[config.mk]
export PLATFORM = sky130hd
export DESIGN_NAME = cube_frame_scanner
export DESIGN_NICKNAME = d
export VERILOG_FILES = /design/src/rtl/cube_frame_scanner.sv
export SDC_FILE = /design/constraint.sdc
export NUM_CORES = 1
export LEC_CHECK = 0
export ABC_CLOCK_PERIOD_IN_PS = 5870
export BUFFER_PORTS_ARGS = -buffer_cell sky130_fd_sc_hd__clkbuf_2
export CAP_MARGIN = 5
export CORE_ASPECT_RATIO = 2
export CORE_MARGIN = 4
export CORE_UTILIZATION = 40
export CTS_CLUSTER_DIAMETER = 80
export DETAILED_ROUTE_END_ITERATION = 7
export PLACE_DENSITY = 0.64
export SYNTH_ARGS = -nofsm -noshare
export SYNTH_HDL_FRONTEND = slang
export SYNTH_SLANG_ARGS = --single-unit
[constraint.sdc]
create_clock -name clk -period 5.87 [get_ports clk]
set_input_delay 0 -clock clk [delete_from_list [all_inputs] [get_ports clk]]
set_output_delay 0 -clock clk [all_outputs]
set_load 0.02 [all_outputs]
[src/rtl/cube_frame_scanner.sv]
`default_nettype none
// ============================================================================
//  Module   : cube_frame_scanner
//  Purpose  : Walks the 54 sticker cells of the 64x48 cube-net framebuffer,
//             decodes each RGB word to a 3-bit sticker code, un-remaps net
//             order to cube order and commits a packed 162-bit cube state.
//  Options  : CUBE_SCAN_COMPARE_EN - per-sticker compare against 'expected',
//             reported through mismatch_cnt (tied to 0 when undefined).
//  Revision : 1.0 - initial release
// ============================================================================
module cube_frame_scanner #(
    parameter int RD_LAT = 2,
    parameter int ADDR_W = 15
) (
    input  logic              clk,
    input  logic              rst,
    input  logic              start,
    output logic              fb_req,
    input  logic              fb_gnt,
    output logic [ADDR_W-1:0] fb_addr,
    input  logic [23:0]       fb_q,
    input  logic [161:0]      expected,
    output logic [161:0]      cube_state,
    output logic              busy,
    output logic              done,
    output logic              decode_err,
    output logic [5:0]        mismatch_cnt
);

    typedef enum logic [1:0] {
        IDLE  = 2'd0,
        ISSUE = 2'd1,
        DRAIN = 2'd2,
        DONE  = 2'd3
    } state_t;

    localparam logic [5:0] LAST_S   = 6'd53;
    localparam logic [5:0] MAX_MISS = 6'd54;

    state_t              state;
    logic [5:0]          s;             // next sticker (net order) to read
    logic                issue;
    logic [RD_LAT-1:0]   vld_pipe;      // read-in-flight markers
    logic [5:0]          tag_pipe [RD_LAT];
    logic                cap_vld;       // captured word waiting to be written
    logic                cap_last;
    logic [2:0]          cap_code;
    logic [5:0]          cap_k;
    logic [7:0]          cap_idx;
    logic [161:0]        shadow;
    logic [161:0]        shadow_next;
    logic [5:0]          mm;
    logic [5:0]          mm_next;

    // Net-order sticker index -> framebuffer address of the top-left pixel
    // of its 2x2 block. Belt rows insert a one-pixel gap between faces.
    function automatic logic [ADDR_W-1:0] cell_addr(input logic [5:0] idx);
        logic [ADDR_W-1:0] base;
        logic [5:0]        sub;
        logic              belt;
        logic [7:0]        off;
        logic [7:0]        gap;
        base = '0;
        sub  = '0;
        belt = 1'b0;
        case (idx) inside
            [6'd0:6'd2]:   begin base = ADDR_W'(652);  sub = idx;         end
            [6'd3:6'd5]:   begin base = ADDR_W'(844);  sub = idx - 6'd3;  end
            [6'd6:6'd8]:   begin base = ADDR_W'(1036); sub = idx - 6'd6;  end
            [6'd9:6'd20]:  begin base = ADDR_W'(1282); sub = idx - 6'd9;  belt = 1'b1; end
            [6'd21:6'd32]: begin base = ADDR_W'(1474); sub = idx - 6'd21; belt = 1'b1; end
            [6'd33:6'd44]: begin base = ADDR_W'(1666); sub = idx - 6'd33; belt = 1'b1; end
            [6'd45:6'd47]: begin base = ADDR_W'(1932); sub = idx - 6'd45; end
            [6'd48:6'd50]: begin base = ADDR_W'(2124); sub = idx - 6'd48; end
            default:       begin base = ADDR_W'(2316); sub = idx - 6'd51; end
        endcase
        off = {1'b0, sub, 1'b0} + {2'b00, sub};
        if (!belt)
            gap = 8'd0;
        else if (sub >= 6'd9)
            gap = 8'd3;
        else if (sub >= 6'd6)
            gap = 8'd2;
        else if (sub >= 6'd3)
            gap = 8'd1;
        else
            gap = 8'd0;
        return base + ADDR_W'(off + gap);
    endfunction

    // Net order -> cube order. The middle belt band is stored row-major
    // across faces on screen but face-major in the cube state.
    function automatic logic [5:0] remap(input logic [5:0] sn);
        logic [5:0] k;
        case (sn) inside
            [6'd12:6'd14]: k = sn + 6'd6;
            [6'd15:6'd17]: k = sn + 6'd12;
            [6'd18:6'd20]: k = sn + 6'd18;
            [6'd21:6'd23]: k = sn - 6'd9;
            [6'd24:6'd26]: k = sn - 6'd3;
            [6'd27:6'd29]: k = sn + 6'd3;
            [6'd30:6'd32]: k = sn + 6'd9;
            [6'd33:6'd35]: k = sn - 6'd18;
            [6'd36:6'd38]: k = sn - 6'd12;
            [6'd39:6'd41]: k = sn - 6'd6;
            default:       k = sn;
        endcase
        return k;
    endfunction

    // Exact palette match; anything else is flagged as an invalid sticker.
    function automatic logic [2:0] decode(input logic [23:0] q);
        logic [2:0] c;
        case (q)
            24'hFFFFFF: c = 3'd0;
            24'hFF4000: c = 3'd1;
            24'h00FF00: c = 3'd2;
            24'hFF0000: c = 3'd3;
            24'h0000FF: c = 3'd4;
            24'hFFFF00: c = 3'd5;
            24'hFF00FF: c = 3'd6;
            default:    c = 3'd7;
        endcase
        return c;
    endfunction

    assign issue   = (state == ISSUE) && fb_gnt;
    assign fb_req  = (state == ISSUE);
    assign busy    = (state != IDLE);
    assign fb_addr = (state == ISSUE) ? cell_addr(s) : '0;
    assign cap_idx = {1'b0, cap_k, 1'b0} + {2'b00, cap_k};

    // Read-latency tracker plus one decode/remap stage ahead of the shadow.
    always_ff @(posedge clk or negedge rst) begin
        if (!rst) begin
            vld_pipe <= '0;
            for (int i = 0; i < RD_LAT; i++)
                tag_pipe[i] <= '0;
            cap_vld  <= 1'b0;
            cap_last <= 1'b0;
            cap_code <= '0;
            cap_k    <= '0;
        end else begin
            vld_pipe[0] <= issue;
            tag_pipe[0] <= s;
            for (int i = 1; i < RD_LAT; i++) begin
                vld_pipe[i] <= vld_pipe[i-1];
                tag_pipe[i] <= tag_pipe[i-1];
            end
            cap_vld  <= vld_pipe[RD_LAT-1];
            cap_last <= vld_pipe[RD_LAT-1] && (tag_pipe[RD_LAT-1] == LAST_S);
            cap_code <= decode(fb_q);
            cap_k    <= remap(tag_pipe[RD_LAT-1]);
        end
    end

    // Shadow state and miss count as they will be after the pending write.
    always_comb begin
        shadow_next = shadow;
        shadow_next[cap_idx +: 3] = cap_code;
`ifdef CUBE_SCAN_COMPARE_EN
        mm_next = mm;
        if ((expected[cap_idx +: 3] != cap_code) && (mm != MAX_MISS))
            mm_next = mm + 6'd1;
`else
        mm_next = '0;
`endif
    end

`ifndef CUBE_SCAN_COMPARE_EN
    logic unused_expected;
    assign unused_expected = ^expected;
`endif

    // Scan sequencer: issue reads, collect captures, commit on the last one.
    always_ff @(posedge clk or negedge rst) begin
        if (!rst) begin
            state        <= IDLE;
            s            <= '0;
            shadow       <= '0;
            cube_state   <= '0;
            done         <= 1'b0;
            decode_err   <= 1'b0;
            mm           <= '0;
            mismatch_cnt <= '0;
        end else begin
            done <= 1'b0;
            if (cap_vld) begin
                shadow <= shadow_next;
                mm     <= mm_next;
                if (cap_code == 3'd7)
                    decode_err <= 1'b1;
            end
            case (state)
                IDLE: begin
                    if (start) begin
                        state      <= ISSUE;
                        s          <= '0;
                        decode_err <= 1'b0;
                        mm         <= '0;
                    end
                end
                ISSUE: begin
                    if (fb_gnt) begin
                        s <= s + 6'd1;
                        if (s == LAST_S)
                            state <= DRAIN;
                    end
                end
                DRAIN: begin
                    if (cap_vld && cap_last) begin
                        state        <= DONE;
                        done         <= 1'b1;
                        cube_state   <= shadow_next;
                        mismatch_cnt <= mm_next;
                    end
                end
                default: begin
                    state <= IDLE;
                end
            endcase
        end
    end

endmodule
`default_nettype wire

==> flow_metrics.py, run 1 <==
metrics = {
    "pwr": {
        "p_int_uw": 5140,
        "power.switching_uw": 4280,
        "power_density_nw_per_um2": 378,
        "leakagePower_uw": 0.0106,
        "vdd_drop_max_uv": 457,
        "swShare": 0.454,
        "combPwrFrac": 0.475,
        "clockPowerShare": 0.248,
        "pwr-share-seq": 0.277,
    },
    "sta": {
        "final-max-slew-violation-count": 0,
        "worstMarginPinSlew_ps": 1070,
        "max_freq_mhz": 177,
        "setup_slack_ps": 208,
        "slew_headroom": 0.281,
        "skew_ps": 15.6,
        "tns_ps": 0,
        "hold_violations": 0,
        "setup_violations": 0,
        "min_period_ps": 5660,
        "fin_crit_sh": 0.965,
        "worst_hold_slack_ps": 12.2,
    },
    "floorplanning": {
        "core_area_um2": 52600,
        "die_x_um": 171,
        "pin_count": 377,
        "start_util": 0.403,
        "num_rows": 119,
        "die_h_um": 334,
        "dieArea_um2": 57000,
    },
    "final_layout": {
        "synthToLayoutAreaGrowth_pct": 17.6,
        "final_net_count": 2865,
        "multi_input_area_um2": 11400,
        "drive_gt1_frac": 0.210,
        "fill_cells": 5076,
        "seq_area_um2": 8980,
        "antenna_cells": 0,
    },
    "logic_synthesis": {
        "synthFlopType": "dfrtp_1",
        "synth.area.top_cells": "dfrtp_1 42%, o21ai_0 6.7%, nor2_1 4.6%, mux2_2 3.6%, mux2i_1 3.5%",
        "netlist_area_um2": 21200,
        "ys_ff_latch": 359,
        "synth_top_area_cell": "dfrtp_1",
        "synthCells": 2379,
        "ys_seq_area_frac": 0.424,
        "synthArstFlopShare": 1.00,
        "syn-mean-instance-area_um2": 8.91,
        "synth_cell_types": 99,
        "yosys_warnings": 0,
        "synth.most_common_cell": "dfrtp_1",
        "synth-edff-count": 0,
        "netlist.area_leader.share": 0.424,
        "synth_commonest_cells": "359 x dfrtp_1, 282 x o21ai_0, 262 x nor2_1, 200 x nand2_1, 126 x clkbuf_1",
    },
    "worst_setup_path": {
        "worst-setup-path-type": "flop to primary output",
        "crit_slowest_cell": "or4b_4",
        "path_delay_family": "compound AO/OA/AOI/OAI gates",
        "slowest_delay_ps": 550,
        "cp_max_fo": 13,
        "worst-path-buf-inv": 4,
        "start_kind": "flop",
        "crit_arrival_ps": 5660,
        "required_ps": 5870,
        "crit_path_cell_trace": "buf_4, buf_4, or4b_4, and4_4, nor4_4, nand2_2, o311ai_4, inv_2, mux2_2, a211oi_2, a21oi_1, ha_2, fa_1, a21o_1, a21oi_2, o21bai_1, a21oi_2, o21bai_1, a21oi_2, nor3_2, xnor2_1, nor2_1, buf_4",
        "end_kind": "primary output",
    },
    "grt": {
        "grtUsageTotal": 0.267,
        "grt_first_pass_wirelength_um": 118000,
        "grt-ovfl-total": 0,
        "antenna_found_initial": 0,
        "grt_max_degree": 149,
        "grt_pass1_vias": 19900,
    },
    "route": {
        "remaining_drc_errors": 0,
        "drt_first_pass_iters": 8,
        "avgViaCountPerCell": 6.04,
        "wl_um": 78000,
        "vias": 19900,
        "routedWlPerCell_um": 23.6,
        "drt_iter0_drc": 1783,
        "antenna_left": 0,
    },
    "status": {
        "status": "complete, no violations",
    },
    "min_path": {
        "hold_class": "input pin to asynchronous set/reset pin",
    },
    "cts": {
        "clock-sinks": 359,
        "path_clk_slew_ps": 70,
        "clockBufferDepth": 3,
        "tritoncts": "built",
        "cts_root_buffer": "clkbuf_16",
        "cts_made_buffers": 31,
        "clk_latency_ps": 600,
        "h-tree-depth": 1,
    },
    "placement": {
        "dp_hpwl_um": 58200,
        "numPortBuffers": 205,
        "gp_congestion": 0.952,
        "post-place-ws_ps": 331,
    },
    "run": {
        "max_cap_viol_count": 0,
    },
}
## area by class of cell
cell class / instances / share of cell area
Clock buffer: 40 / 0.0353
Clock inverter: 16 / 0.0104
Inverter: 44 / 0.00682
Multi-Input combinational cell: 1807 / 0.459
Sequential cell: 359 / 0.360
Tap cell: 665 / 0.0334
Timing Repair Buffer: 372 / 0.0947
## what timing repair did
item                       in CTS  in global routing
setup buffers                   2                  3
setup endpoints to repair       3                  3
resized for setup               6                 10
hold buffers                   13                  0
hold endpoints to repair      104                  0
pin swaps                       3                  6
## kinds of logic after synthesis
logic type / share of synthesized area
adder cells (fa/ha/maj): 0.0368
multiplexers: 0.0716
AO/OA/AOI/OAI: 0.228
XOR/XNOR: 0.0119
flip-flops: 0.424
other: 0.000177
AND/OR/NAND/NOR: 0.184
buffers and inverters: 0.0435
## stage by stage
step / std cells / util / total power [uW] / area [um^2]
after floorplan: 2387 / - / 5290 / 21200
after global placement: 3229 / 0.448 / 6930 / 23600
after detailed placement: 3229 / 0.448 / 6990 / 23600
after CTS: 3300 / 0.473 / 9370 / 24900
after global routing: 3303 / 0.474 / 9840 / 24900
final: 3303 / 0.474 / 9410 / 24900
## worst paths after layout
check / end / slack (ps) / depth (start not counted) / start
worst max-delay path: fb_addr[10] / 210 / 23 / s[2]$_DFFE_PN0P_
min in group clk: cap_code[2]$_DFF_PN0_ / 30 / 4 / fb_q[22]
worst min-delay path: done$_DFF_PN0_ / 10 / 2 / rst
worst max register to register: cube_state[137]$_DFFE_PN0P_ / 1190 / 11 / cap_k[1]$_DFF_PN0_
worst min register to register: vld_pipe[1]$_DFF_PN0_ / 350 / 0 / vld_pipe[0]$_DFF_PN0_
max in group asynchronous: shadow[147]$_DFFE_PN0P_ / 4520 / 3 / rst
## sequential cells by signal (all words and copies together) (netlist names)
| signal | cells |
|---|---|
| cap_vld | 1 |
| state | 2 |
| cap_code | 3 |
| vld_pipe | 2 |
| tag_pipe | 12 |
| done | 1 |
| decode_err | 1 |
| cube_state | 162 |
| cap_k | 6 |
| cap_last | 1 |
| s | 6 |
| shadow | 162 |
## placed cells by master, fill, tap and decap left out, types with 8 or more instances in the layout
| cell | synthesis | final |
|---|---|---|
| nand4_1 | 30 | 30 |
| a211o_1 | 9 | 9 |
| nor3_1 | 72 | 71 |
| dfrtp_1 | 359 | 358 |
| mux2i_1 | 75 | 75 |
| o21ai_0 | 282 | 281 |
| buf_4 | 13 | 152 |
| o31ai_1 | 88 | 88 |
| a21oi_1 | 80 | 76 |
| xnor2_1 | 24 | 21 |
| nand2_1 | 200 | 200 |
| o21ai_1 | 10 | 10 |
| o41ai_1 | 24 | 24 |
| inv_1 | 40 | 39 |
| a31oi_1 | 91 | 91 |
| mux2_2 | 67 | 67 |
| nor3_2 | 8 | 9 |
| o21a_1 | 10 | 10 |
| a21o_1 | 17 | 17 |
| clkbuf_2 | 0 | 203 |
| o211ai_1 | 15 | 15 |
| a211oi_2 | 7 | 8 |
| nor4_1 | 8 | 8 |
| ha_1 | 56 | 54 |
| nor2_1 | 262 | 262 |
| or4_1 | 10 | 10 |
| dlygate4sd3_1 | 0 | 13 |
| a21oi_2 | 5 | 8 |
| nor2b_1 | 9 | 9 |
| nand2b_1 | 23 | 23 |
| o311ai_0 | 9 | 9 |
| and2_1 | 14 | 14 |
| nand3_1 | 82 | 79 |
| clkbuf_16 | 0 | 31 |
| conb_1 | 1 | 9 |
| or3_1 | 50 | 50 |
## metal layers
metal / GRT usage / routed length (um) / vias to the layer above
met5: 0 / 0 / -
met4: 0.210 / 7490 / 0
met3: 0.0287 / 3620 / 269
met2: 0.487 / 40800 / 768
met1: 0.271 / 26100 / 9695
li1: - / - / 9217
## power groups by stage
stage / Combinational (uW) / Sequential, uW / Clock (uW)
3_5_place_dp: 4340 / 2650 / 0
2_1_floorplan: 2670 / 2620 / 0
3_3_place_gp: 4280 / 2650 / 0
5_1_grt: 4760 / 2610 / 2470
6_report: 4470 / 2600 / 2340
4_1_cts: 4380 / 2600 / 2380
No activity file was read; power rests on OpenSTA's default activity.
==> inputs of run 2 (changes only) <==
--- a/config.mk
+++ b/config.mk
@@ -9,11 +9,12 @@
 export BUFFER_PORTS_ARGS = -buffer_cell sky130_fd_sc_hd__clkbuf_2
 export CAP_MARGIN = 5
 export CORE_ASPECT_RATIO = 2
-export CORE_MARGIN = 4
+export CORE_MARGIN = 2
 export CORE_UTILIZATION = 40
 export CTS_CLUSTER_DIAMETER = 80
 export DETAILED_ROUTE_END_ITERATION = 7
-export PLACE_DENSITY = 0.64
+export PLACE_DENSITY = 0.57
+export SLEW_MARGIN = 20
 export SYNTH_ARGS = -nofsm -noshare
 export SYNTH_HDL_FRONTEND = slang
 export SYNTH_SLANG_ARGS = --single-unit
==> run 2 against run 1 <==
Worst setup slack lost 38 ps. Final cell count grew 1.3%. Critical endpoint unchanged. Highest routed layer unchanged. Sequential cell count is the same. First-iteration DRC count shrank 10%. Cell area grew 1.8%.
==> flow_metrics.py, run 2 (synthesis results as in run 1) <==
metrics = {
    "status": {
        "status": "complete, no violations",
    },
    "final_layout": {
        "final_cell_mix": "357 x dfrtp_1, 281 x o21ai_0, 261 x nor2_1",
        "final_net_count": 2905,
        "instances_no_fill": 3345,
        "final_common_cell": "dfrtp_1",
        "antenna_cells": 0,
        "drive_gt1_frac": 0.224,
        "fill_cells": 5120,
        "synthToLayoutAreaGrowth_pct": 19.6,
        "reg_top3": "cube_state: 162 flops, shadow: 162 flops, tag_pipe: 12 flops",
    },
    "route": {
        "drt_iter0_drc": 1601,
        "antenna_left": 0,
        "avgViaCountPerCell": 5.99,
        "wl_um": 81400,
        "drt_first_pass_iters": 6,
        "routedWlPerCell_um": 24.3,
        "vias": 20000,
        "remaining_drc_errors": 0,
    },
    "floorplanning": {
        "dieArea_um2": 55000,
        "pin_count": 377,
        "core_area_um2": 52600,
        "die_h_um": 330,
        "num_rows": 119,
        "start_util": 0.403,
        "die_x_um": 167,
    },
    "placement": {
        "dp.cells": 3254,
        "gp_congestion": 0.972,
        "post-place-ws_ps": -66.4,
        "dp_hpwl_um": 60500,
        "numPortBuffers": 205,
    },
    "cts": {
        "tritoncts": "built",
        "path_clk_slew_ps": 60,
        "h-tree-depth": 2,
        "cts_made_buffers": 35,
        "clk_latency_ps": 550,
        "cts_root_buffer": "clkbuf_16",
        "clockBufferDepth": 3,
        "clock-sinks": 359,
    },
    "sta": {
        "setup_slack_ps": 169,
        "slew_headroom": 0.239,
        "fin_crit_sh": 0.971,
        "setup_violations": 0,
        "final-max-slew-violation-count": 0,
        "worstMarginPinSlew_ps": 1130,
        "hold_violations": 0,
        "max_freq_mhz": 175,
        "min_period_ps": 5700,
        "skew_ps": 14.5,
    },
    "grt": {
        "grt_first_pass_wirelength_um": 123000,
        "grt-ovfl-total": 0,
        "grt_max_degree": 139,
        "antenna_found_initial": 0,
        "grt_pass1_vias": 19900,
        "grtUsageTotal": 0.292,
    },
    "pwr": {
        "power_density_nw_per_um2": 381,
        "leakagePower_uw": 0.0109,
        "vdd_drop_max_uv": 390,
    },
    "worst_setup_path": {
        "cp_max_fo": 6,
        "worst-setup-path-type": "flop to primary output",
        "crit_arrival_ps": 5700,
        "required_ps": 5870,
        "end_kind": "primary output",
        "start_kind": "flop",
    },
    "min_path": {
        "hold_class": "input pin to asynchronous set/reset pin",
    },
    "run": {
        "max_cap_viol_count": 0,
    },
}
run 2: critical path, stage by stage, from the launching register on:
cell and delay [ps]:
dfrtp_1 420, inv_4 130, ha_1 180, and4b_1 210, a211oi_2 40, buf_4 140
buf_4 150, or2_0 220, buf_4 170, buf_4 140, a2111o_1 390, o311ai_4 110
inv_2 70, mux2_2 290, a211oi_2 260, a21oi_1 110, ha_2 210, fa_1 410
a21o_1 200, a21oi_2 190, o21bai_1 100, a21oi_2 190, o21bai_1 100, a21oi_2 200
nor3_1 80, xnor2_1 150, nor2_1 100, clkbuf_2 180
run 2: stage by stage:
stage	hold slack [ps]	setup TNS (ps)	instance area (um^2)	utilization	power, uW
after detailed placement	162	-96.6	23800	0.452	7120
after global placement	147	-153	23800	0.452	7070
after global routing	215	-140	25400	0.483	10100
after CTS	170	0	25200	0.479	9540
after floorplan	-296	0	21200	-	5290
final	81.3	0	25400	0.483	9660
run 2: final timing paths:
path / endpoint / depth (start not counted) / startpoint / slack (ps)
min: cube_state[104]$_DFFE_PN0P_ / 2 / rst / 80
min in group clk: decode_err$_DFF_PN0_ / 3 / start / 230
min reg2reg: tag_pipe[2]$_DFF_PN0_ / 0 / tag_pipe[8]$_DFF_PN0_ / 350
max: fb_addr[10] / 27 / s[1]$_DFFE_PN0P_ / 170
max in group asynchronous: cube_state[14]$_DFFE_PN0P_ / 3 / rst / 4420
max reg2reg: shadow[82]$_DFFE_PN0P_ / 12 / cap_k[1]$_DFF_PN0_ / 1440
run 2: timing repair:
action,4_1_cts,5_1_grt
endpoints found under the setup margin,7,4
resized for setup,20,19
hold buffers,14,0
pin swaps,2,8
hold endpoints to repair,123,0
setup buffers,0,15
run 2: layer usage:
metal,part of all wire,up-vias,wire (um),global-route usage
met1,0.33,9723,26700,0.283
met3,0.051,279,4170,0.0459
li1,-,9265,-,-
met4,0.096,0,7810,0.242
met2,0.53,756,42800,0.542
met5,0,-,0,0
run 2: where the power goes:
part	switching [uW]	internal, uW
Combinational	3360	1330
Sequential	67.4	2540
Clock	1030	1340
run 2: final cells by class:
type | count | area, um^2 | area share
clock buffer | 48 | 1000 | 0.0396
clock inverter | 14 | 171 | 0.00676
inverter | 44 | 173 | 0.00681
multi-input combinational | 1807 | 11500 | 0.454
sequential | 359 | 8990 | 0.354
tap | 665 | 832 | 0.0328
timing repair buffer | 408 | 2690 | 0.106
